**src/rtl/pixel_streamer.sv**
```systemverilog
`default_nettype none
// =============================================================================
// Module   : pixel_streamer
// Purpose  : Raster-order int8 pixel source reading an SRAM, optional zero border
// Revision : 1.0 - initial release
// =============================================================================
module pixel_streamer #(
  parameter int IMG_W  = 96,
  parameter int IMG_H  = 96,
  parameter int PAD    = 0,
  parameter int ADDR_W = 16
) (
  input  logic                     clk,
  input  logic                     reset_n,
  input  logic                     start,
  input  logic [ADDR_W-1:0]        base_addr,
  input  logic                     stall,
  output logic                     mem_rd_en,
  output logic [ADDR_W-1:0]        mem_addr,
  input  logic signed [7:0]        mem_rd_data,
  output logic signed [7:0]        pixel_out,
  output logic                     valid_out,
  output logic                     busy,
  output logic                     done
);

  localparam int C_WP = IMG_W + 2*PAD;
  localparam int C_HP = IMG_H + 2*PAD;
  // One spare count so the unpadded right/bottom edge constants always fit.
  localparam int C_CW = $clog2(C_WP + 1);
  localparam int C_RW = $clog2(C_HP + 1);
  localparam logic [C_CW-1:0] C_COL_LAST = C_CW'(C_WP - 1);
  localparam logic [C_RW-1:0] C_ROW_LAST = C_RW'(C_HP - 1);

  typedef enum logic [1:0] {
    S_IDLE  = 2'd0,
    S_ISSUE = 2'd1,
    S_DRAIN = 2'd2
  } state_t;

  state_t                r_state;
  logic [C_CW-1:0]       r_col;
  logic [C_RW-1:0]       r_row;
  logic [ADDR_W-1:0]     r_rd_ptr;
  logic [ADDR_W-1:0]     r_last_addr;
  logic                  r_busy;
  logic                  r_done;
  logic                  r_s1_vld;
  logic                  r_s1_pad;
  logic signed [7:0]     r_pixel;
  logic                  r_valid;

  logic                  w_pad;
  logic                  w_issue;
  logic                  w_rd;
  logic                  w_last;

  generate
    if (PAD == 0) begin : g_nopad
      assign w_pad = 1'b0;
    end else begin : g_pad
      localparam logic [C_CW-1:0] C_COL_LO = C_CW'(PAD);
      localparam logic [C_CW-1:0] C_COL_HI = C_CW'(IMG_W + PAD);
      localparam logic [C_RW-1:0] C_ROW_LO = C_RW'(PAD);
      localparam logic [C_RW-1:0] C_ROW_HI = C_RW'(IMG_H + PAD);
      assign w_pad = (r_col < C_COL_LO) || (r_col >= C_COL_HI) ||
                     (r_row < C_ROW_LO) || (r_row >= C_ROW_HI);
    end
  endgenerate

  assign w_issue   = (r_state == S_ISSUE) && !stall;
  assign w_rd      = w_issue && !w_pad;
  assign w_last    = (r_col == C_COL_LAST) && (r_row == C_ROW_LAST);
  assign mem_rd_en = w_rd;
  // Pad issues leave the address bus parked on the last real read.
  assign mem_addr  = w_rd ? r_rd_ptr : r_last_addr;

  always_ff @(posedge clk or negedge reset_n) begin
    if (!reset_n) begin
      r_state     <= S_IDLE;
      r_col       <= '0;
      r_row       <= '0;
      r_rd_ptr    <= '0;
      r_last_addr <= '0;
      r_busy      <= 1'b0;
      r_done      <= 1'b0;
    end else begin
      case (r_state)
        S_IDLE: begin
          if (start) begin
            r_state  <= S_ISSUE;
            r_col    <= '0;
            r_row    <= '0;
            r_rd_ptr <= base_addr;
            r_busy   <= 1'b1;
          end
        end
        S_ISSUE: begin
          if (w_issue) begin
            if (w_rd) begin
              r_rd_ptr    <= r_rd_ptr + 1'b1;
              r_last_addr <= r_rd_ptr;
            end
            if (w_last) begin
              r_state <= S_DRAIN;
              r_col   <= '0;
              r_row   <= '0;
            end else if (r_col == C_COL_LAST) begin
              r_col <= '0;
              r_row <= r_row + 1'b1;
            end else begin
              r_col <= r_col + 1'b1;
            end
          end
        end
        S_DRAIN: begin
          // Stay here through the done cycle so a start coincident with done is ignored.
          if (r_done) begin
            r_state <= S_IDLE;
            r_done  <= 1'b0;
            r_busy  <= 1'b0;
          end else if (r_s1_vld) begin
            r_done <= 1'b1;
          end
        end
        default: r_state <= S_IDLE;
      endcase
    end
  end

  always_ff @(posedge clk or negedge reset_n) begin
    if (!reset_n) begin
      r_s1_vld <= 1'b0;
      r_s1_pad <= 1'b0;
      r_pixel  <= '0;
      r_valid  <= 1'b0;
    end else begin
      r_s1_vld <= w_issue;
      r_s1_pad <= w_pad;
      r_valid  <= r_s1_vld;
      if (r_s1_vld) begin
        r_pixel <= r_s1_pad ? 8'sd0 : mem_rd_data;
      end
    end
  end

  assign pixel_out = r_pixel;
  assign valid_out = r_valid;
  assign busy      = r_busy;
  assign done      = r_done;

endmodule
`default_nettype wire

```
**config.mk**
```make
export PLATFORM = sky130hd
export DESIGN_NAME = pixel_streamer
export DESIGN_NICKNAME = d
export VERILOG_FILES = /design/src/rtl/pixel_streamer.sv
export SDC_FILE = /design/constraint.sdc
export NUM_CORES = 1
export LEC_CHECK = 0
export BUFFER_PORTS_ARGS = -buffer_cell sky130_fd_sc_hd__buf_2
export CORE_AREA = 2 2 72 91
export CTS_CLUSTER_DIAMETER = 200
export DETAILED_ROUTE_END_ITERATION = 10
export DIE_AREA = 0 0 74 93
export PLACE_DENSITY = 0.74
export SLEW_MARGIN = 40
export SYNTH_ARGS = -nofsm -noshare
export SYNTH_HDL_FRONTEND = slang
export SYNTH_SLANG_ARGS = --single-unit
```
**constraint.sdc**
```tcl
create_clock -name clk -period 1.7 [get_ports clk]
set_input_delay 0 -clock clk [delete_from_list [all_inputs] [get_ports clk]]
set_output_delay 0 -clock clk [all_outputs]
set_load 0.02 [all_outputs]
```
==> results by group, run 1 <==
Run status
  – Status: finished, violations left
  – Failing checks: setup timing

Yosys
  – Post-Syn Area: 3200 um^2
  – Most used DFF post-synth: dfrtp_1
  – Post-synth EDFFs: 0
  – Syn_area_per_cell: 10.1 um^2
  – Mapped Nets: 347
  – Synth warn: 0
  – Syn Inst Count: 316
  – Seq/Total Area, Yosys: 46.9%
  – FFs w/ async S/R, synth: 100%
  – Distinct cells, synth: 51
  – Number of synthesized register bits: 60

Timing
  – Slew @ Worst Pin: 0.561 ns
  – Worst setup margin: -0.0764 ns
  – Final setup fails: 12
  – Count of final max-slew check failures: 0
  – WHS: 0.00353 ns
  – Fin. Hold Viols: 0
  – Post-route minimum period: 1.78 ns
  – FMAX: 563 MHz
  – RSZ-0062 raised after global routing: yes
  – Slew headroom: 62.6%
  – Clock skew: 0.0109 ns
  – Final total negative setup slack: -0.718 ns
  – Period Utilization, post-route: 104%

Clock tree
  – TritonCTS clock tree: built
  – Clock sinks: 60
  – H-tree levels: 3
  – Clock transition at path regs: 0.07 ns
  – Clk buf depth: 2
  – Clock Latency Late Sink: 0.35 ns
  – Root Buffer: clkbuf_8
  – CTS Buf Count: 9

Drt
  – Routed vias/inst: 5.88
  – Routed wire length: 8760 um
  – Drt drc: 0
  – Via count: 2940
  – Routed wl met2: 4490 um
  – DRT met1 WL: 3560 um
  – ANT nets after route: 0
  – DR top layer: met4
  – Initial drt markers: 295
  – Avg WL per Cell: 17.5 um
  – Initial DRT Pass Iterations: 5
  – Met3 routed WL: 485 um

Die
  – Initial cell density of the core: 53.0%
  – Die Span Y: 93 um
  – Core ar.: 6050 um^2
  – Row count: 32
  – # IOs: 56
  – Die area: 6880 um^2
  – Chip width: 74 um

Global route
  – Largest net degree at the start of global routing: 25
  – First-pass GRT wire length: 13700 um
  – Global route overflow: 0
  – Initial antenna violation count: 0
  – Global Route Usage Sum: 26.2%
  – Vias in the first global route: 2883

Finish
  – Synth-to-Final Area Change: 35.1%
  – Layout Nets: 441
  – Layout cells sized above 1: 38.3%
  – Most common cell after layout, fill and taps aside: dfrtp_1
  – Most frequent cells in the layout: 58 x dfrtp_1, 43 x buf_2, 31 x nand2_1
  – Finished Layout Cells: 500
  – Diodes inserted: 0

Critical path
  – Biggest cell delay along the critical path: 0.45 ns
  – WP data arrival: 1.78 ns
  – Worst path required time: 1.70 ns
  – Cell with the largest stage delay on the worst path: dfrtp_2
  – Critical Path Sink Type: output pin
  – CP most frequent cell: buf_6
  – Worst-path cell chain: nor3b_4 > buf_6 > clkbuf_16 > mux2_4 > buf_6
  – Critical path class: reg -> out
  – CP startpoint kind: flip-flop
  – Crit path max fanout: 5

Placed design
  – Placed Cells incl. Taps: 454
  – IO buf count: 55
  – Final GP Congestion: 0.957
  – Detail Placement HPWL: 5230 um

Power and ir drop
  – Design Power: 5.02 mW
  – Lkg Pwr: 1.93 nW
  – Maximum VDD drop: 691 uV
  – Power Dens Cells: 1160 nW/um^2

Flow run
  – Max Cap Viol: 0

Worst hold path
  – Worst Hold Class: in -> reg
[routing by layer]
layer,global-route usage [%],vias to the layer above
met4,13.6,0
met5,0,-
met3,5.50,21
met2,41.4,139
met1,33.4,1430
li1,-,1350
[cells in the mapped netlist (2+ instances only)]
cell type   n  area (um^2)
ha_1        3         37.5
a22o_1      2         17.5
nand3_1    22          110
a21oi_1    17         85.1
and3_1      4         25.0
o22ai_1     4         25.0
and2_0      2         12.5
buf_4       5         37.5
nor2b_1     3         18.8
nand2_1    31          116
nor4_2      2         25.0
nand4b_1    3         26.3
mux2_2     36          405
o31ai_1     3         22.5
xnor2_1     2         17.5
o21ai_0    28          140
dfrtp_1    60         1500
nor2_1     14         52.6
and4_1      3         26.3
or3_1       2         12.5
nand2b_4    2         27.5
nand4_1     6         37.5
buf_6       3         33.8
nor3_1      7         35.0
a31oi_1     7         43.8
clkbuf_1    3         11.3
o22a_1      2         17.5
buf_2      10         50.1
nor4_1      5         31.3
inv_1       4         15.0
[registers in the layout, indices dropped and copies added (netlist names), 2 cells and up]
signal / flops
r_col: 7
pixel_out: 8
r_last_addr: 16
r_state: 2
r_rd_ptr: 16
r_row: 7
[what timing repair did]
item	in CTS	in global routing
pin swaps	1	2
setup endpoints to repair	16	31
hold endpoints to repair	38	0
hold buffers	18	0
setup buffers	7	3
resized for setup	4	52
gates cloned	2	1
[area by class of cell]
type                       instances  area (um^2)
fill                             417         1720
multi-input combinational        230         1640
sequential                        60         1500
timing repair buffer             105          857
clock buffer                      12          155
tap                               85          106
clock inverter                     4         47.5
inverter                           4         15.0
[power by group]
part	leakage (nW)	internal, mW	switching, mW	total, mW
Combinational	1.11	0.833	0.785	1.62
Sequential	0.718	1.73	0.337	2.07
Clock	0.102	0.752	0.585	1.34
[through the flow]
step	area (um^2)	setup WS, ns	utilization (%)
after floorplan	3200	0.141	-
after global placement	3640	0.0957	60.2
after detailed placement	3640	0.0523	60.2
after CTS	4140	-0.0481	68.4
after global routing	4330	-0.128	71.6
final	4330	-0.0764	71.6
[worst max-delay path: cells and delay by family, from the launching register on]
family | cells | cell delay [ns]
DFF | 1 | 0.45
buffers and inverters | 3 | 0.44
muxes | 1 | 0.30
and+or+nand+nor | 1 | 0.24
[final timing paths]
| kind | slack, ns | startpoint | cells after the start | end |
|---|---|---|---|---|
| max in group asynchronous | 0.84 | reset_n | 3 | r_state[1] |
| setup / recovery | -0.08 | r_state[1] | 5 | mem_addr[2] |
| min in group asynchronous | 0.17 | reset_n | 2 | r_rd_ptr[2] |
| hold / removal | 0.004 | base_addr[8] | 3 | r_rd_ptr[8] |
| setup reg to reg | 0.01 | r_rd_ptr[2] | 4 | r_rd_ptr[15] |
| hold reg to reg | 0.48 | r_col[6] | 1 | r_col[6] |
[cell families after synthesis]
group                    count (synthesis)  share of synthesized area (%)
XOR/XNOR                                 2                          0.547
flip-flops                              60                           46.9
AO/OA/AOI/OAI                           73                           13.5
buffers and inverters                   26                           4.77
AND/OR/NAND/NOR                        116                           20.5
multiplexers                            36                           12.7
adder cells (fa/ha/maj)                  3                           1.17
Power figures use the tool's default switching activity.
==> inputs of run 2 (changes only) <==
==> constraint.sdc (replaced) <==
create_clock -name clk -period 1.7 [get_ports clk]
set_input_delay 0 -clock clk [delete_from_list [all_inputs] [get_ports clk]]
set_output_delay 0 -clock clk [all_outputs]
set_load 0.005 [all_outputs]
==> results by group, run 2 (same netlist as run 1, synthesis figures left out) <==
Run status
  – Status: completed

Finish
  – Most frequent cells in the layout: 58 x dfrtp_1, 55 x buf_2, 35 x mux2_2
  – Finished Layout Cells: 497 (-0.60%)
  – Layout Utilization: 69.1% (-2.4 points)
  – Most common cell after layout, fill and taps aside: dfrtp_1
  – Filler cells: 457 (+9.6%)
  – Diodes inserted: 0 (unchanged)
  – Layout cells sized above 1: 36.2% (-2.1 points)
  – Layout Nets: 439 (-0.45%)
  – Storage cell area: 1500 um^2 (unchanged)
  – Synth-to-Final Area Change: 30.6%
  – Multi-input logic area: 1560 um^2 (-5.0%)

Power and ir drop
  – Lkg Pwr: 1.86 nW (-4.0%)
  – Net Sw Power: 1.46 mW (-14%)
  – Combinational share of power: 26.2% (-6.0 points)
  – Sw frac: 30.7% (-3.2 points)
  – Clock share of power: 30.8% (+4.2 points)
  – Seq pwr share: 43.0% (+1.9 points)
  – Maximum VDD drop: 654 uV (-5.3%)
  – Power Dens Cells: 1140 nW/um^2 (-2.1%)
  – Int Pwr: 3.29 mW (-0.71%)

Placed design
  – Placed Cells incl. Taps: 456 (+0.44%)
  – Final GP Congestion: 0.819 (-14%)
  – Detail Placement HPWL: 5120 um (-2.1%)
  – IO buf count: 55 (unchanged)
  – DP Worst Slack: 0.0456 ns (-0.00677 ns)

Timing
  – Slew headroom: 72.9% (+10 points)
  – Count of final max-slew check failures: 0 (unchanged)
  – Post-route minimum period: 1.69 ns (-0.0884 ns)
  – Fin. Hold Viols: 0 (unchanged)
  – RSZ-0062 raised after global routing: yes
  – Period Utilization, post-route: 99.3% (-5.2 points)
  – Slew @ Worst Pin: 0.407 ns (-0.154 ns)
  – Worst setup margin: 0.0120 ns (+0.0884 ns)
  – FMAX: 592 MHz (+5.2%)
  – Final total negative setup slack: 0 ns (+0.718 ns)
  – Clock skew: 0.00885 ns (-0.00207 ns)
  – Final setup fails: 0 (-12)

Critical path
  – Biggest cell delay along the critical path: 0.44 ns (about the same)
  – Worst path required time: 1.70 ns (about the same)
  – Crit path buffers/inverters: 2 (-1)
  – Worst-path cell chain: nor3b_4 > buf_12 > mux2_2 > buf_2
  – Critical path class: reg -> out
  – Cell with the largest stage delay on the worst path: dfrtp_2
  – CP startpoint kind: flip-flop
  – Crit path max fanout: 15 (+10)
  – Critical path's top delay family: flip-flops
  – WP data arrival: 1.69 ns (-0.09 ns)
  – Critical Path Sink Type: output pin

Die
  – Die area: 6880 um^2 (unchanged)
  – Row count: 32 (unchanged)
  – Chip width: 74 um (unchanged)
  – Initial cell density of the core: 53.0% (unchanged)
  – Die Span Y: 93 um (unchanged)
  – Core ar.: 6050 um^2 (unchanged)
  – # IOs: 56 (unchanged)

Worst hold path
  – Worst Hold Class: in -> reg

Clock tree
  – Clk buf depth: 2 (unchanged)
  – Root Buffer: clkbuf_8
  – Clock transition at path regs: 0.07 ns (about the same)
  – CTS Buf Count: 9 (unchanged)
  – Clock Latency Late Sink: 0.34 ns (about the same)
  – TritonCTS clock tree: built
  – Clock sinks: 60 (unchanged)
  – H-tree levels: 3 (unchanged)

Global route
  – Vias in the first global route: 2835 (-1.7%)
  – Largest net degree at the start of global routing: 61 (+140%)
  – Global Route Usage Sum: 25.3% (-0.85 points)
  – Initial antenna violation count: 0 (unchanged)
  – Global route overflow: 0 (unchanged)
  – First-pass GRT wire length: 13400 um (-1.8%)

Drt
  – Routed wire length: 8210 um (-6.3%)
  – Routed vias/inst: 5.63 (-4.2%)
  – Avg WL per Cell: 16.5 um (-5.7%)
  – Via count: 2799 (-4.8%)
  – Initial drt markers: 172 (-42%)
  – Initial DRT Pass Iterations: 6 (+1)
  – Drt drc: 0 (unchanged)
  – ANT nets after route: 0 (unchanged)

Flow run
  – Max Cap Viol: 0 (unchanged)
run 2: cell count changes in the layout (fill, tap and decap cells not counted), moves of 2 or more:
cell	before	now
buf_2	43	55
mux2_2	24	35
o21ai_0	26	28
buf_12	3	5
mux2_4	12	1
buf_6	15	0
run 2: layout make-up:
type | count | area share [%]
inverter | 4 | 0.359
sequential | 60 | 36.0
multi-input combinational | 230 | 37.3
timing repair buffer | 103 | 18.4
clock buffer | 11 | 3.62
tap | 85 | 2.54
clock inverter | 4 | 1.74
run 2: worst min-delay path: cells and delay by family:
| family | cells | cell delay (ns) |
|---|---|---|
| buffers and inverters | 1 | 0.10 |
| AO/OA/AOI/OAI | 2 | 0.21 |
run 2: final timing paths:
path | start | to | slack, ns | cells past startpoint
setup / recovery | r_state[1] | mem_addr[14] | 0.01 | 4
hold / removal | base_addr[0] | r_rd_ptr[0] | 0.007 | 3
setup reg to reg | r_state[0] | r_col[2] | 0.08 | 6
hold reg to reg | r_col[6] | r_col[6] | 0.48 | 1
max in group asynchronous | reset_n | r_state[1] | 1.21 | 3
min in group asynchronous | reset_n | r_rd_ptr[4] | 0.18 | 3
run 2: power by group through the flow:
stage | Combinational, mW | Clock [mW] | Sequential (mW)
global route | 1.39 | 1.55 | 2.09
detailed placement | 1.17 | 0 | 2.06
finish | 1.24 | 1.46 | 2.04
global placement | 1.13 | 0 | 2.05
floorplan | 0.789 | 0 | 1.94
CTS | 1.23 | 1.47 | 2.04
run 2: stage by stage:
stage,cell area [um^2],power (mW),hold slack (ns)
after global placement,3680,3.18,0.0346
after global routing,4180,5.03,0.0350
after CTS,4170,4.73,0.00935
after detailed placement,3680,3.23,0.0373
after floorplan,3200,2.73,-0.296
final,4180,4.75,0.00687
run 2: metal layers:
layer / share of wire [%] / up-vias / GRT usage [%]
li1: - / 1351 / -
met4: 2.2 / 0 / 10.5
met3: 3.7 / 17 / 3.99
met5: 0 / - / 0
met1: 42 / 1352 / 31.7
met2: 52 / 79 / 42.9
run 2: what timing repair did:
| item | 4_1_cts | 5_1_grt |
|---|---|---|
| hold endpoints to repair | 78 | 0 |
| cloned | 1 | 0 |
| setup endpoints to repair | 16 | 25 |
| pin swaps | 1 | 0 |
| gates resized for setup | 2 | 4 |
| buffers inserted | 6 | 0 |
| hold buffers | 19 | 0 |
==> inputs of run 3 (changes only) <==
--- a/config.mk
+++ b/config.mk
@@ -6,10 +6,11 @@
 export NUM_CORES = 1
 export LEC_CHECK = 0
 export BUFFER_PORTS_ARGS = -buffer_cell sky130_fd_sc_hd__buf_2
-export CORE_AREA = 2 2 72 91
+export CORE_AREA = 2 2 92 72
+export CTS_BUF_LIST = sky130_fd_sc_hd__clkbuf_4 sky130_fd_sc_hd__clkbuf_8 sky130_fd_sc_hd__clkbuf_16
 export CTS_CLUSTER_DIAMETER = 200
 export DETAILED_ROUTE_END_ITERATION = 10
-export DIE_AREA = 0 0 74 93
+export DIE_AREA = 0 0 94 74
 export PLACE_DENSITY = 0.74
 export SLEW_MARGIN = 40
 export SYNTH_ARGS = -nofsm -noshare
==> results by group, run 3 (same netlist as run 1, synthesis figures left out) <==
Die
  – Core ar.: 6100 um^2 (+0.89%)
  – Die Span Y: 74 um (-20%)
  – Row count: 25 (-22%)
  – Initial cell density of the core: 52.5% (-0.47 points)
  – # IOs: 56 (unchanged)
  – Die area: 6960 um^2 (+1.1%)
  – Chip width: 94 um (+27%)

Drt
  – Initial drt markers: 163 (-5.2%)
  – ANT nets after route: 0 (unchanged)
  – Avg WL per Cell: 16.7 um (+0.88%)
  – Routed vias/inst: 5.74 (+1.9%)
  – Via count: 2852 (+1.9%)
  – Initial DRT Pass Iterations: 5 (-1)
  – Drt drc: 0 (unchanged)
  – Routed wire length: 8290 um (+0.88%)

Power and ir drop
  – Combinational share of power: 28.8% (+2.6 points)
  – Clock share of power: 29.5% (-1.3 points)
  – Lkg Pwr: 1.90 nW (+2.5%)
  – Sw frac: 31.9% (+1.1 points)
  – Power Dens Cells: 1150 nW/um^2 (+1.2%)
  – Int Pwr: 3.34 mW (+1.7%)
  – Seq pwr share: 41.7% (-1.3 points)
  – Maximum VDD drop: 929 uV (+42%)
  – Net Sw Power: 1.56 mW (+7.1%)

Finish
  – Finished Layout Cells: 497 (unchanged)
  – Layout cells sized above 1: 38.7% (+2.5 points)
  – Most frequent cells in the layout: 58 x dfrtp_1, 48 x buf_2, 31 x nand2_1
  – Diodes inserted: 0 (unchanged)
  – Layout Nets: 442 (+0.68%)
  – Most common cell after layout, fill and taps aside: dfrtp_1
  – Synth-to-Final Area Change: 33.3%
  – Filler cells: 430 (-5.9%)

Global route
  – Vias in the first global route: 2704 (-4.6%)
  – Global Route Usage Sum: 25.0% (-0.39 points)
  – Initial antenna violation count: 0 (unchanged)
  – Global route overflow: 0 (unchanged)
  – First-pass GRT wire length: 13300 um (-0.57%)
  – Largest net degree at the start of global routing: 38 (-38%)

Clock tree
  – Root Buffer: clkbuf_8
  – TritonCTS clock tree: built
  – CTS Buf Count: 9 (unchanged)
  – Clock Latency Late Sink: 0.34 ns (about the same)
  – Clock transition at path regs: 0.07 ns (about the same)
  – Clock sinks: 60 (unchanged)
  – Clk buf depth: 2 (unchanged)
  – H-tree levels: 3 (unchanged)

Worst hold path
  – Hold path cells: 3 (unchanged)
  – Worst Hold Class: in -> reg
  – Hold_sp: base_addr[8]
  – Hold EP: r_rd_ptr[8]

Timing
  – WHS: 0.0160 ns (+0.00916 ns)
  – Slew @ Worst Pin: 0.587 ns (+0.180 ns)
  – Period Utilization, post-route: 102% (+2.4 points)
  – Post-route minimum period: 1.73 ns (+0.0416 ns)
  – Count of final max-slew check failures: 0 (unchanged)
  – Final setup fails: 9 (+9)
  – Clock skew: 0.0117 ns (+0.00287 ns)
  – Fin. Hold Viols: 0 (unchanged)
  – RSZ-0062 raised after global routing: yes
  – FMAX: 578 MHz (-2.4%)
  – Slew headroom: 60.9% (-12 points)
  – Worst setup margin: -0.0296 ns (-0.0416 ns)

Critical path
  – WP data arrival: 1.73 ns (+0.04 ns)
  – Critical path class: reg -> out
  – R2r worst-path depth: 6 (unchanged)
  – RR Endpoint: r_rd_ptr[10]
  – Critical Path Sink Type: output pin
  – CP startpoint kind: flip-flop
  – Worst path required time: 1.70 ns (about the same)
  – Crit path max fanout: 7 (-8)
  – Reg-to-reg slack, setup: 0.04 ns (-0.04 ns)
  – R2r startpoint: r_state[0]

Run status
  – Failing checks: setup timing
  – Status: finished, violations left

Placed design
  – Placed Cells incl. Taps: 452 (-0.88%)
  – Detail Placement HPWL: 5230 um (+2.3%)
  – IO buf count: 55 (unchanged)
  – Final GP Congestion: 0.852 (+4.1%)

Flow run
  – Max Cap Viol: 0 (unchanged)
[run 3: changes by cell type in the layout (fill, tap and decap cells not counted), moves of 2 or more]
| cell | delta |
|---|---|
| clkbuf_8 | -2 |
| clkinv_4 | +3 |
| mux2_4 | +7 |
| nor4_1 | -2 |
| mux2_2 | -7 |
| buf_8 | +2 |
| buf_2 | -7 |
| buf_4 | +3 |
| nor4_2 | +2 |
| buf_12 | -3 |
| buf_6 | +10 |
[run 3: layout make-up]
cell class | instances | area, um^2 | share of cell area (%)
tap | 81 | 101 | 2.37
inverter | 4 | 15.0 | 0.352
sequential | 60 | 1500 | 35.2
timing repair buffer | 106 | 798 | 18.7
clock buffer | 9 | 124 | 2.90
multi-input combinational | 230 | 1630 | 38.1
clock inverter | 7 | 100 | 2.34
[run 3: how the worst max path moves through the flow]
stage / from / end / slack [ns] / cells past startpoint
after global routing: r_state[1] / mem_addr[15] / -0.10 / 5
after CTS: r_state[1] / mem_addr[7] / -0.02 / 5
after detailed placement: r_col[0] / r_row[3] / -0.07 / 5
after global placement: r_col[0] / r_row[3] / 0.03 / 5
final: r_state[1] / mem_addr[2] / -0.03 / 5
after floorplan: r_col[0] / r_row[3] / 0.14 / 6
[run 3: power by group through the flow]
stage	registers (mW)	logic, mW	clock network (mW)
5_1_grt	2.09	1.53	1.55
3_5_place_dp	2.04	1.20	0
6_report	2.05	1.41	1.45
4_1_cts	2.03	1.28	1.47
2_1_floorplan	1.94	0.789	0
3_3_place_gp	2.02	1.16	0
[run 3: what timing repair did]
action                                  in CTS  in global routing
hold endpoints to repair                    40                  0
pin swaps                                    1                  0
gates resized for setup                     11                 26
hold buffers                                18                  0
gates cloned                                 2                  0
setup buffers                                9                  0
endpoints found under the setup margin      21                 36
[run 3: metal layers]
| layer | global-route usage (%) | vias to the layer above | share of wire (%) |
|---|---|---|---|
| li1 | - | 1357 | - |
| met1 | 34.1 | 1396 | 45 |
| met2 | 40.3 | 91 | 49 |
| met3 | 6.79 | 8 | 5.2 |
| met4 | 6.12 | 0 | 0.65 |
| met5 | 0 | - | 0 |
[run 3: through the flow]
| stage | total power, mW | setup TNS, ns | worst slack, ns | util [%] | cell area, um^2 |
|---|---|---|---|---|---|
| global route | 5.17 | -1.38 | -0.104 | 70.0 | 4270 |
| CTS | 4.78 | -0.0952 | -0.0235 | 68.0 | 4150 |
| floorplan | 2.73 | 0 | 0.141 | - | 3200 |
| global placement | 3.18 | 0 | 0.0287 | 59.6 | 3640 |
| detailed placement | 3.24 | -0.126 | -0.0702 | 59.6 | 3640 |
| finish | 4.91 | -0.188 | -0.0296 | 70.0 | 4270 |
[run 3: worst max-delay path, stage by stage, from the launching register on]
cell     delay (ns)
dfrtp_2        0.43
nor3b_4        0.19
buf_6          0.17
buf_8          0.14
mux2_2         0.33
buf_2          0.13
